### config.mk
export PLATFORM = sky130hd
export DESIGN_NAME = nonce_hub_arbiter
export DESIGN_NICKNAME = d
export VERILOG_FILES = /design/src/rtl/hub_pkg.sv /design/src/rtl/nonce_fifo.sv /design/src/rtl/nonce_hub_arbiter.sv
export SDC_FILE = /design/constraint.sdc
export NUM_CORES = 1
export LEC_CHECK = 0
export CELL_PAD_IN_SITES_DETAIL_PLACEMENT = 0
export CELL_PAD_IN_SITES_GLOBAL_PLACEMENT = 1
export CORE_MARGIN = 3
export CORE_UTILIZATION = 55
export DETAILED_ROUTE_END_ITERATION = 16
export GPL_TIMING_DRIVEN = 0
export PLACE_DENSITY_LB_ADDON = 0.1
export REMOVE_ABC_BUFFERS = 1
export SYNTH_ARGS = -nofsm -noshare
export SYNTH_HDL_FRONTEND = slang
export SYNTH_SLANG_ARGS = --single-unit
### constraint.sdc
create_clock -name clk -period 11.25 [get_ports clk]
set_input_delay 2.8125 -clock clk [delete_from_list [all_inputs] [get_ports clk]]
set_output_delay 2.8125 -clock clk [all_outputs]
set_load 0.01 [all_outputs]
### src/rtl/hub_pkg.sv
// Shared types and widths for the nonce hub: FSM state encoding, word widths
// and the golden_id width helper.
package hub_pkg;

  localparam int NONCE_W = 32;
  localparam int DROP_W  = 8;

  typedef enum logic [2:0] {
    IDLE,
    LOAD,
    SEND,
    WAIT_BUSY,
    WAIT_DONE
  } hub_state_t;

  // A single source still needs a 1-bit id port.
  function automatic int id_width(input int slaves);
    return (slaves <= 1) ? 1 : $clog2(slaves);
  endfunction

endpackage

### src/rtl/nonce_fifo.sv
// Per-source 32-bit synchronous FIFO. Pointers carry one extra wrap bit so that
// full and empty can be told apart without a separate occupancy counter.
module nonce_fifo
  import hub_pkg::*;
#(
  parameter int DEPTH_LOG2 = 2
) (
  input  logic               clk,
  input  logic               rst_n,
  input  logic               push,
  input  logic               pop,
  input  logic [NONCE_W-1:0] din,
  output logic [NONCE_W-1:0] head,
  output logic               empty,
  output logic               full,
  output logic               empty_next
);

  localparam int DEPTH = 1 << DEPTH_LOG2;
  localparam int PTR_W = DEPTH_LOG2 + 1;

  logic [PTR_W-1:0]   wr_ptr;
  logic [PTR_W-1:0]   rd_ptr;
  logic [PTR_W-1:0]   wr_ptr_next;
  logic [PTR_W-1:0]   rd_ptr_next;
  logic [NONCE_W-1:0] mem [DEPTH];
  logic               do_push;
  logic               do_pop;

  assign empty = (wr_ptr == rd_ptr);
  assign full  = (wr_ptr[DEPTH_LOG2] != rd_ptr[DEPTH_LOG2]) &&
                 (wr_ptr[DEPTH_LOG2-1:0] == rd_ptr[DEPTH_LOG2-1:0]);

  // A pop frees the slot the same edge, so a push into a full FIFO is still taken.
  assign do_pop  = pop & ~empty;
  assign do_push = push & (~full | do_pop);

  assign wr_ptr_next = wr_ptr + PTR_W'(do_push);
  assign rd_ptr_next = rd_ptr + PTR_W'(do_pop);
  assign empty_next  = (wr_ptr_next == rd_ptr_next);

  assign head = mem[rd_ptr[DEPTH_LOG2-1:0]];

  always_ff @(posedge clk or negedge rst_n) begin
    if (!rst_n) begin
      wr_ptr <= '0;
      rd_ptr <= '0;
    end else begin
      wr_ptr <= wr_ptr_next;
      rd_ptr <= rd_ptr_next;
    end
  end

  always_ff @(posedge clk) begin
    if (do_push) begin
      mem[wr_ptr[DEPTH_LOG2-1:0]] <= din;
    end
  end

endmodule

### src/rtl/nonce_hub_arbiter.sv
// Collects golden nonces from several sources into per-source FIFOs and feeds
// them round-robin to the 32-bit serial word transmitter.
module nonce_hub_arbiter
  import hub_pkg::*;
#(
  parameter int  SLAVES       = 4,
  parameter int  DEPTH_LOG2   = 2,
  parameter int  BUSY_TIMEOUT = 15,
  localparam int ID_W         = id_width(SLAVES)
) (
  input  logic                      clk,
  input  logic                      rst_n,
  input  logic [SLAVES*NONCE_W-1:0] slave_nonces,
  input  logic [SLAVES-1:0]         new_nonces,
  input  logic                      serial_busy,
  output logic                      serial_send,
  output logic [NONCE_W-1:0]        golden_nonce,
  output logic [ID_W-1:0]           golden_id,
  output logic [SLAVES-1:0]         overflow,
  output logic [DROP_W-1:0]         drop_count,
  output logic                      pending
);

  localparam int CTR_W = (BUSY_TIMEOUT < 2) ? 1 : $clog2(BUSY_TIMEOUT + 1);
  localparam int CNT_W = $clog2(SLAVES + 1);
  localparam int SUM_W = DROP_W + CNT_W;

  hub_state_t         state;
  hub_state_t         state_next;
  logic [SLAVES-1:0]  fifo_empty;
  logic [SLAVES-1:0]  fifo_full;
  logic [SLAVES-1:0]  fifo_empty_next;
  logic [SLAVES-1:0]  push_vec;
  logic [SLAVES-1:0]  pop_vec;
  logic [SLAVES-1:0]  drop_vec;
  logic [NONCE_W-1:0] fifo_head [SLAVES];
  logic [ID_W-1:0]    rr_ptr;
  logic [ID_W-1:0]    rr_next;
  logic [ID_W-1:0]    grant;
  logic [ID_W-1:0]    grant_q;
  logic               grant_valid;
  logic [CTR_W-1:0]   ctr;
  logic [CNT_W-1:0]   drop_inc;
  logic [SUM_W-1:0]   drop_sum;
  logic [DROP_W-1:0]  drop_count_next;

  for (genvar g = 0; g < SLAVES; g++) begin : g_fifo
    assign pop_vec[g]  = (state == LOAD) && (grant_q == ID_W'(g));
    assign drop_vec[g] = new_nonces[g] & fifo_full[g] & ~pop_vec[g];
    assign push_vec[g] = new_nonces[g] & ~drop_vec[g];

    nonce_fifo #(
      .DEPTH_LOG2(DEPTH_LOG2)
    ) u_fifo (
      .clk        (clk),
      .rst_n      (rst_n),
      .push       (push_vec[g]),
      .pop        (pop_vec[g]),
      .din        (slave_nonces[g*NONCE_W +: NONCE_W]),
      .head       (fifo_head[g]),
      .empty      (fifo_empty[g]),
      .full       (fifo_full[g]),
      .empty_next (fifo_empty_next[g])
    );
  end

  // First non-empty FIFO at or after rr_ptr, wrapping past the last source.
  always_comb begin
    int idx;
    grant       = '0;
    grant_valid = 1'b0;
    idx         = 0;
    for (int k = 0; k < SLAVES; k++) begin
      idx = int'(rr_ptr) + k;
      if (idx >= SLAVES) begin
        idx = idx - SLAVES;
      end
      if (!grant_valid && !fifo_empty[ID_W'(idx)]) begin
        grant_valid = 1'b1;
        grant       = ID_W'(idx);
      end
    end
    rr_next = (grant == ID_W'(SLAVES - 1)) ? '0 : grant + ID_W'(1);
  end

  always_comb begin
    drop_inc = '0;
    for (int i = 0; i < SLAVES; i++) begin
      drop_inc = drop_inc + CNT_W'(drop_vec[i]);
    end
    drop_sum        = SUM_W'(drop_count) + SUM_W'(drop_inc);
    drop_count_next = (drop_sum[SUM_W-1:DROP_W] != '0) ? '1 : drop_sum[DROP_W-1:0];
  end

  always_comb begin
    state_next  = state;
    serial_send = 1'b0;
    case (state)
      IDLE: begin
        if (grant_valid && !serial_busy) begin
          state_next = LOAD;
        end
      end
      LOAD: state_next = SEND;
      SEND: begin
        serial_send = 1'b1;
        state_next  = WAIT_BUSY;
      end
      // A transmitter that never raises busy is assumed to have taken the word.
      WAIT_BUSY: begin
        if (serial_busy) begin
          state_next = WAIT_DONE;
        end else if (ctr == CTR_W'(BUSY_TIMEOUT)) begin
          state_next = IDLE;
        end
      end
      WAIT_DONE: begin
        if (!serial_busy) begin
          state_next = IDLE;
        end
      end
      default: state_next = IDLE;
    endcase
  end

  always_ff @(posedge clk or negedge rst_n) begin
    if (!rst_n) begin
      state <= IDLE;
    end else begin
      state <= state_next;
    end
  end

  always_ff @(posedge clk or negedge rst_n) begin
    if (!rst_n) begin
      rr_ptr       <= '0;
      grant_q      <= '0;
      golden_nonce <= '0;
      golden_id    <= '0;
      ctr          <= '0;
      overflow     <= '0;
      drop_count   <= '0;
      pending      <= 1'b0;
    end else begin
      pending    <= |(~fifo_empty_next);
      overflow   <= overflow | drop_vec;
      drop_count <= drop_count_next;
      if (state == IDLE && state_next == LOAD) begin
        grant_q <= grant;
        rr_ptr  <= rr_next;
      end
      if (state == LOAD) begin
        golden_nonce <= fifo_head[grant_q];
        golden_id    <= grant_q;
      end
      if (state == SEND) begin
        ctr <= '0;
      end else if (state == WAIT_BUSY && !serial_busy) begin
        ctr <= ctr + CTR_W'(1);
      end
    end
  end

endmodule
==> results.cfg, run 1 <==
[critical_path]
reg2reg_depth = 14
critPathCaptureType = register
startpoint_type = primary input
reg2reg_setup_slack_ns = 6.28
reg2reg_from = state[0]
critPathBufInv = 3
path_delay_family = simple AND/OR/NAND/NOR gates
critical_path_peak_fanout = 6
worst_ep_required_time_ns = 11.72
setup.worst_path.class = primary input to register
cp.arrival_ns = 5.93
path_cells = clkdlybuf4s50_1 > nor4b_1 > fa_1 > inv_1 > fa_1 > inv_1 > fa_1 > nand2_1 > nor2_1 > nand3_1 > nand3_1
crit_path_max_incr_delay_ns = 0.78
reg2reg_to = drop_count[5]
cp_common_cell = fa_1
cp_slowest_cell = nor4b_1

[clocking]
cts_made_buffers = 58
htree_levels = 2
clock-sinks = 594
ctsResizeCount = 0
cts_buffer_depth = 3
clk_pin_slew_ns = 0.06
clk_latency_ns = 0.61
cts-root-buf = clkbuf_16
cts_tree = yes
hold_buffers = 0
cts_setup_buffers = 0

[logic_synthesis]
synth-seq-cells = 594
synth.yosys.seq_area_share_pct = 75.61
async_reset_ff_share_pct = 13.80
syn_area_mm2 = 0.02305
ys.warnings.count = 0
synth_cells = 1116
synth.distinct_cells = 52
synth_area_per_cell_um2 = 20.65
synthFlopType = edfxtp_1
synth_edf_count = 512

[place]
dp_hpwl_mm = 33.23
gp_congestion = 0.7362
dpl.cell_count = 1823
pre_cts_ws_ns = 5.206
placed_cell_area_mm2 = 0.02608
portBuffers = 182

[outcome]
status = finished clean

[drt]
wl_per_cell_um = 26.06
vias_per_cell = 5.885
wl_mm = 50.51
drt_iter0_drc = 1065
drc = 0
detail-route-antenna-nets = 0
vias = 11406
firstDrtPassIters = 5

[timing]
finalHoldViolations = 0
slew_violations = 0
max_freq_ghz = 0.1833
whs_ns = 0.4636
relSlewSlack_pct = 36.87
skew_ns = 0.02191
finalSetupViolCount = 0
grt_setup_unrepaired = false
timing.final.crit_share_pct = 48.50
tightest_slew_ns = 0.9338
fin_ws_ns = 5.793
fin_crit_ns = 5.457
tns_ns = 0

[cells_and_area]
drive_gt1_share_pct = 21.44
fin_area_mm2 = 0.02801
final_util_pct = 68.14
area_delta_synth_final_pct = 21.54
fin_cells = 1938
layout.nets = 1507

[pwr]
p_per_area_mw_per_mm2 = 273.7
power_mw = 7.666
total_leakage_power_nw = 9.593
max-vdd-ir-drop_v = 0.0001585

[floorplanning]
die_h_um = 210.7
initial_utilization_pct = 56.07
dieWidth_um = 210.7
die_area_mm2 = 0.04440
placeableCoreArea_mm2 = 0.04111
ios = 183
num_rows = 74

[grt]
grt_max_degree = 46
antenna_found_initial = 9
grt_usage_pct = 23.36
grt_overflow = 0
grt_pass1_vias = 11857
grt_pass1_wl_mm = 75.47

[job]
drv_cap = 0

[worst_hold_path]
min_from = overflow[0]
hold_path_end = overflow[0]
hp-class = register to register
hold_depth = 1
==> state kept, by name, summed over array words and instances, names as in the netlist, named ones only <==
signal,count
state,3
g_fifo.u_fifo.wr_ptr,12
golden_id,2
ctr,4
grant_q,2
drop_count,8
g_fifo.u_fifo.rd_ptr,12
g_fifo.u_fifo.mem,512
golden_nonce,32
rr_ptr,1
overflow,4
pending,1
==> cell type report <==
cell class	instances	area [um^2]
multi-input cells	464	5410
clock buffers	85	1653
diodes	7	17.52
repair buffers	226	2541
well taps	532	665.6
flip-flops and latches	594	17440
inverters	7	26.28
fillers	2732	13100
clock inverters	23	259.0
==> logic make-up after synthesis <==
kind of cell | synth area share, %
mux | 15.70
xor+xnor | 1.520
buf+inv | 1.243
fa+ha+maj | 1.281
flops | 75.61
simple gates | 2.655
compound gates | 1.987
==> power breakdown <==
part	switching (mW)	total (mW)	internal, mW
logic	1.22	2.41	1.20
clock network	0.791	1.92	1.13
registers	0.334	3.33	3.00
==> layer usage <==
metal | GRT usage [%] | part of all wire, %
met4 | 8.776 | 2.8
met3 | 4.381 | 6.1
met2 | 37.82 | 50
met5 | 0 | 0.016
met1 | 32.39 | 41
==> worst register-to-register path, cell delays in order, from the launching register on <==
cell and delay (ns):
dfrtp_1 0.43, or3b_2 0.60, buf_16 0.25, nand2b_2 0.78, o21ai_1 0.17, nor4b_1 0.81, fa_1 0.55, inv_1 0.09
fa_1 0.19, inv_1 0.06, fa_1 0.41, nand2_1 0.12, nor2_1 0.08, nand3_1 0.22, nand3_1 0.11
==> worst max-delay path by stage <==
stage | start | to | slack (ns) | depth (start not counted)
floorplan | new_nonces[2] | g_fifo[2].u_fifo.mem[0][0] | 5.32 | 2
global placement | grant_q[0] | g_fifo[3].u_fifo.mem[0][18] | 1.66 | 3
detailed placement | new_nonces[0] | drop_count[5] | 5.21 | 11
CTS | new_nonces[0] | drop_count[5] | 5.83 | 11
global route | new_nonces[0] | drop_count[5] | 5.67 | 11
finish | new_nonces[0] | drop_count[5] | 5.79 | 11
==> Yosys cell counts, types with 3 or more instances <==
cell      instances  area (um^2)
dfrtp_1          82         2052
xor2_1           19        166.4
inv_1             7        26.28
and3_1            6        37.54
nand2b_1          4        25.02
o21ai_1          31        155.2
mux2_2            5        56.30
mux2i_1          59        590.6
edfxtp_1        512        15370
nand2_1          22        82.58
buf_6             4        45.04
nand4_1           5        31.28
or3_1             3        18.77
o21ai_0           5        25.02
buf_2            22        110.1
fa_1              3        60.06
buf_4             3        22.52
clkbuf_1         14        52.55
buf_1             8        30.03
ha_1             18        225.2
nor3b_1           6        45.04
nand3_1           8        40.04
nor3_1            8        40.04
a21oi_1          34        170.2
nor2_1           46        172.7
xnor2_1          21        183.9
mux4_2          131         2950
==> cells in the final DEF, fill, tap and decap left out, types with 22 or more instances in the layout <==
cell type and count:
a21oi_1 34, clkbuf_16 58, clkdlybuf4s50_1 181, dfrtp_1 73
edfxtp_1 512, mux2i_1 59, mux4_2 131, nand2_1 22
nor2_1 42, o21ai_1 31
Power figures use the tool's default switching activity.
==> run 2: changes to the inputs <==
CORE_UTILIZATION = 51   (was 55)
clock period = 5.05 ns   (was 11.25 ns; I/O delays follow)
==> run 2 against run 1 <==
Effect of this change:
- die area up 7.6%
- register-to-register slack worse by 5.6 ns
- design area up 0.16%
- first-iteration DRC count down 17%
- critical endpoint unchanged
- largest cell class unchanged
- highest routed layer unchanged
==> results.cfg, run 2 (synthesis gave the netlist of run 1 again) <==
[critical_path]
crit_path_max_incr_delay_ns = 0.67
reg2reg_to = drop_count[5]
startpoint_type = register
cp_common_cell = fa_1
cp.arrival_ns = 4.89
critPathBufInv = 3
path_delay_family = simple AND/OR/NAND/NOR gates
critical_path_peak_fanout = 22
cp_slowest_cell = nor4b_1
worstSetupStartpoint = state[0]
crit_end = drop_count[5]
setup.worst_path.class = register to register
reg2reg_from = state[0]
crit_cells = 14
worst_ep_required_time_ns = 5.53
reg2reg_setup_slack_ns = 0.65
path_cells = or3b_2 > buf_16 > nand2b_2 > o21ai_1 > nor4b_1 > fa_1 > inv_1 > fa_1 > inv_1 > fa_1 > nand2_1 > nor2_1 > nand3_1 > nand3_1
reg2reg_depth = 14
critPathCaptureType = register

[floorplanning]
num_rows = 77
initial_utilization_pct = 51.89
die_h_um = 218.6
dieWidth_um = 218.6
die_area_mm2 = 0.04778
ios = 183
placeableCoreArea_mm2 = 0.04441

[cells_and_area]
fin_cells = 1998
mostFrequentLayoutCell = edfxtp_1
area_delta_synth_final_pct = 21.74
layout.nets = 1508
fin_area_mm2 = 0.02806
final_cell_mix = 512 x edfxtp_1, 181 x clkdlybuf4s50_1, 131 x mux4_2
largest_register_ffs = 512
final_util_pct = 63.17
drive_gt1_share_pct = 21.07

[timing]
finalSetupViolCount = 0
slew_violations = 0
finalHoldViolations = 0
fin_crit_ns = 4.401
timing.final.crit_share_pct = 87.16
relSlewSlack_pct = 35.96
tightest_slew_ns = 0.9564
max_freq_ghz = 0.2272
tns_ns = 0
skew_ns = 0.01428
grt_setup_unrepaired = false

[grt]
grt_pass1_wl_mm = 76.58
antenna_found_initial = 7
grt_pass1_vias = 11964
grt_usage_pct = 22.18
grt_overflow = 0
grt_max_degree = 50

[place]
gp_congestion = 0.7525
dp_hpwl_mm = 34.50
dpl.cell_count = 1883
placed_cell_area_mm2 = 0.02618
portBuffers = 182

[clocking]
htree_levels = 2
cts_buffer_depth = 3
clk_latency_ns = 0.61
cts_setup_buffers = 0
clk_pin_slew_ns = 0.06
cts_made_buffers = 59
cts-root-buf = clkbuf_16
hold_buffers = 0
ctsResizeCount = 0
cts_tree = yes
clock-sinks = 594

[drt]
firstDrtPassIters = 5
detail-route-antenna-nets = 0
vias_per_cell = 5.724
wl_per_cell_um = 25.75
drt_iter0_drc = 879
wl_mm = 51.45
vias = 11437
drc = 0

[job]
drv_cap = 0

[outcome]
status = finished clean

[pwr]
total_leakage_power_nw = 9.554
p_per_area_mw_per_mm2 = 608.3
power_mw = 17.07
max-vdd-ir-drop_v = 0.0003399

[worst_hold_path]
hp-class = register to register
min_from = overflow[3]
[run 2: cell types whose count changed in the layout (fill, tap and decap cells not counted), moves of 2 or more]
cell and change:
clkbuf_8 -8, clkinv_1 +6, clkinvlp_4 +5, clkbuf_16 +3, buf_16 +2, clkinv_2 -2
[run 2: final cells by class]
class | instances | area (um^2)
Multi-Input combinational cell | 464 | 5410
Clock buffer | 80 | 1618
Inverter | 7 | 26.28
Sequential cell | 594 | 17440
Timing Repair Buffer | 226 | 2565
Fill cell | 3081 | 16360
Tap cell | 592 | 740.7
Antenna cell | 6 | 15.01
Clock inverter | 29 | 242.7
[run 2: through the flow]
step / setup WS (ns) / hold slack (ns)
finish: 0.6487 / 0.4641
global route: 0.3854 / 0.4899
CTS: 0.6496 / 0.4709
detailed placement: 0.6813 / 0.4522
global placement: -4.849 / 0.4482
floorplan: -0.5670 / 0.4604
[run 2: report_power, final]
| part | switching, mW | leakage [nW] | total (mW) | internal, mW |
|---|---|---|---|---|
| combinational | 2.74 | 2.98 | 5.42 | 2.68 |
| clock | 1.79 | 0.894 | 4.22 | 2.44 |
| sequential | 0.756 | 5.68 | 7.43 | 6.67 |
| total | 5.28 | 9.55 | 17.1 | 11.8 |
[run 2: layer usage]
| layer | wire (um) | track usage (%) | vias up |
|---|---|---|---|
| met5 | 33 | 0 | - |
| met4 | 1535 | 8.002 | 4 |
| met3 | 2646 | 3.448 | 84 |
| met2 | 25430 | 35.89 | 296 |
| met1 | 21810 | 31.08 | 6028 |
| li1 | - | - | 5025 |
[run 2: worst reg2reg max path, cell delays in order, from the launching register on]
cell and delay [ns]:
dfrtp_1 0.43, or3b_2 0.63, buf_16 0.25, nand2b_2 0.35
o21ai_1 0.12, nor4b_1 0.67, fa_1 0.53, inv_1 0.09
fa_1 0.20, inv_1 0.06, fa_1 0.42, nand2_1 0.12
nor2_1 0.08, nand3_1 0.20, nand3_1 0.11
[run 2: worst min path at each step]
stage,cells after the start,slack [ns],endpoint
3_3_place_gp,1,0.45,overflow[0]
2_1_floorplan,1,0.46,g_fifo[0].u_fifo.wr_ptr[2]
6_report,1,0.46,overflow[3]
3_5_place_dp,1,0.45,overflow[3]
4_1_cts,1,0.47,overflow[3]
5_1_grt,1,0.49,overflow[3]
==> run 3: changes to the inputs <==
CORE_UTILIZATION = 45   (was 51)
==> run 3 against run 2 <==
Effect of this change:
- global-route usage decreased by 1.9 points
- final cell count is 4.3% higher
- critical path depth did not move
- combinational power shrank 0.7%
- clock skew increased by 0.0072 ns
- worst hold slack better by 0.0065 ns
- core utilization is 7.1 points lower
- die area rose by 13%
- power increased by 1.2%
- non-clock buffer count did not move
- sequential power rose by 0.7%
- setup slack lost 0.093 ns
- critical path type unchanged
==> results.cfg, run 3 (synthesis gave the netlist of run 1 again) <==
[clocking]
cts_made_buffers = 61
cts_buffer_depth = 3
htree_levels = 2
clock-sinks = 594
clk_latency_ns = 0.63
cts_setup_buffers = 0
cts-root-buf = clkbuf_16
clk_pin_slew_ns = 0.06
cts_tree = yes

[timing]
tns_ns = 0
finalHoldViolations = 0
timing.final.crit_share_pct = 89.00
slew_violations = 0
relSlewSlack_pct = 41.52
finalSetupViolCount = 0
grt_setup_unrepaired = false
fin_crit_ns = 4.494
skew_ns = 0.02144
max_freq_ghz = 0.2225
tightest_slew_ns = 0.8734

[drt]
drt_iter0_drc = 728
vias = 11329
detail-route-antenna-nets = 0
wl_per_cell_um = 25.69
vias_per_cell = 5.439
wl_mm = 53.52
firstDrtPassIters = 5
drc = 0

[critical_path]
cp.arrival_ns = 5.00
startpoint_type = register
critical_path_peak_fanout = 31
cp_slowest_cell = nor4b_1
reg2reg_setup_slack_ns = 0.56
setup.worst_path.class = register to register
reg2reg_from = state[0]
reg2reg_to = drop_count[5]
reg2reg_depth = 14
crit_end = drop_count[5]
worst_ep_required_time_ns = 5.55
cp_common_cell = fa_1
worstSetupStartpoint = state[0]
critPathCaptureType = register
crit_path_max_incr_delay_ns = 0.74
path_cells = or3b_2 > buf_12 > nand2b_4 > o21ai_1 > nor4b_1 > fa_1 > inv_1 > fa_1 > inv_1 > fa_1 > nand2_1 > nor2_1 > nand3_1 > nand3_1

[cells_and_area]
largest_register_ffs = 512
layout.nets = 1510
area_delta_synth_final_pct = 22.66
final_cell_mix = 512 x edfxtp_1, 181 x clkdlybuf4s50_1, 131 x mux4_2
final_util_pct = 56.12
drive_gt1_share_pct = 22.17
mostFrequentLayoutCell = edfxtp_1

[place]
gp_congestion = 0.7214
portBuffers = 182
dp_hpwl_mm = 35.63

[pwr]
p_clk_share_pct = 25.5
p_switching_mw = 5.385
max-vdd-ir-drop_v = 0.0003216
total_leakage_power_nw = 9.648
p_sw_share_pct = 31.17
p_int_mw = 11.89
p_per_area_mw_per_mm2 = 611.1
seq_power_share_pct = 43.3
pwr-share-comb_pct = 31.2

[outcome]
status = finished clean

[grt]
antenna_found_initial = 8
grt_overflow = 0
grt_max_degree = 49
grt_pass1_wl_mm = 78.85
grt_pass1_vias = 12100
grt_usage_pct = 20.26

[floorplanning]
placeableCoreArea_mm2 = 0.05038
num_rows = 82
die_area_mm2 = 0.05397
initial_utilization_pct = 45.75
ios = 183
dieWidth_um = 232.3
die_h_um = 232.3

[job]
drv_cap = 0

[worst_hold_path]
hp-class = register to register
run 3: worst min path at each step:
stage / start / endpoint / depth (start not counted)
finish: overflow[3] / overflow[3] / 1
global route: overflow[0] / overflow[0] / 1
CTS: overflow[0] / overflow[0] / 1
detailed placement: overflow[0] / overflow[0] / 1
global placement: overflow[0] / overflow[0] / 1
floorplan: g_fifo[0].u_fifo.wr_ptr[2] / g_fifo[0].u_fifo.wr_ptr[2] / 1
run 3: routing by layer:
layer	track usage [%]	part of all wire [%]
met3	3.680	4.7
met2	33.56	49
met1	27.34	43
met4	6.720	2.9
met5	0	0.092
run 3: cell type report:
| cell class | count | area, um^2 |
|---|---|---|
| diodes | 4 | 10.01 |
| clock inverters | 27 | 264.0 |
| repair buffers | 226 | 2530 |
| clock buffers | 89 | 1742 |
| fillers | 3841 | 22110 |
| flip-flops and latches | 594 | 17440 |
| inverters | 7 | 26.28 |
| well taps | 672 | 840.8 |
| multi-input cells | 464 | 5415 |
run 3: power by group through the flow:
stage | logic [mW] | clock network (mW) | registers (mW)
2_1_floorplan | 3.00 | 0 | 7.64
5_1_grt | 5.82 | 4.72 | 7.63
4_1_cts | 5.52 | 4.51 | 7.51
6_report | 5.38 | 4.41 | 7.48
3_3_place_gp | 4.74 | 0 | 8.12
3_5_place_dp | 5.50 | 0 | 7.61
run 3: critical path: cells and delay by family (launching register included):
family,cells,cell delay (ns)
adders and majority gates,3,1.17
buffers and inverters,3,0.41
DFF,1,0.42
AOI/OAI and AO/OA,1,0.14
and+or+nand+nor,7,2.21
run 3: metrics by stage:
step	instance area (um^2)	instances	hold slack [ns]	setup WS, ns	power, mW
floorplan	22790	1065	0.4604	-0.5670	10.64
global placement	25450	1919	0.4515	-5.375	12.85
detailed placement	26250	1963	0.4605	0.1249	13.11
CTS	28260	2079	0.4753	0.1135	17.54
global route	28260	2080	0.4910	0.1734	18.18
finish	28270	2083	0.4705	0.5556	17.28
run 3: repair_timing:
action                     CTS  global route
gates resized for setup      0             1
hold buffers                 0             0
setup endpoints to repair    0             6
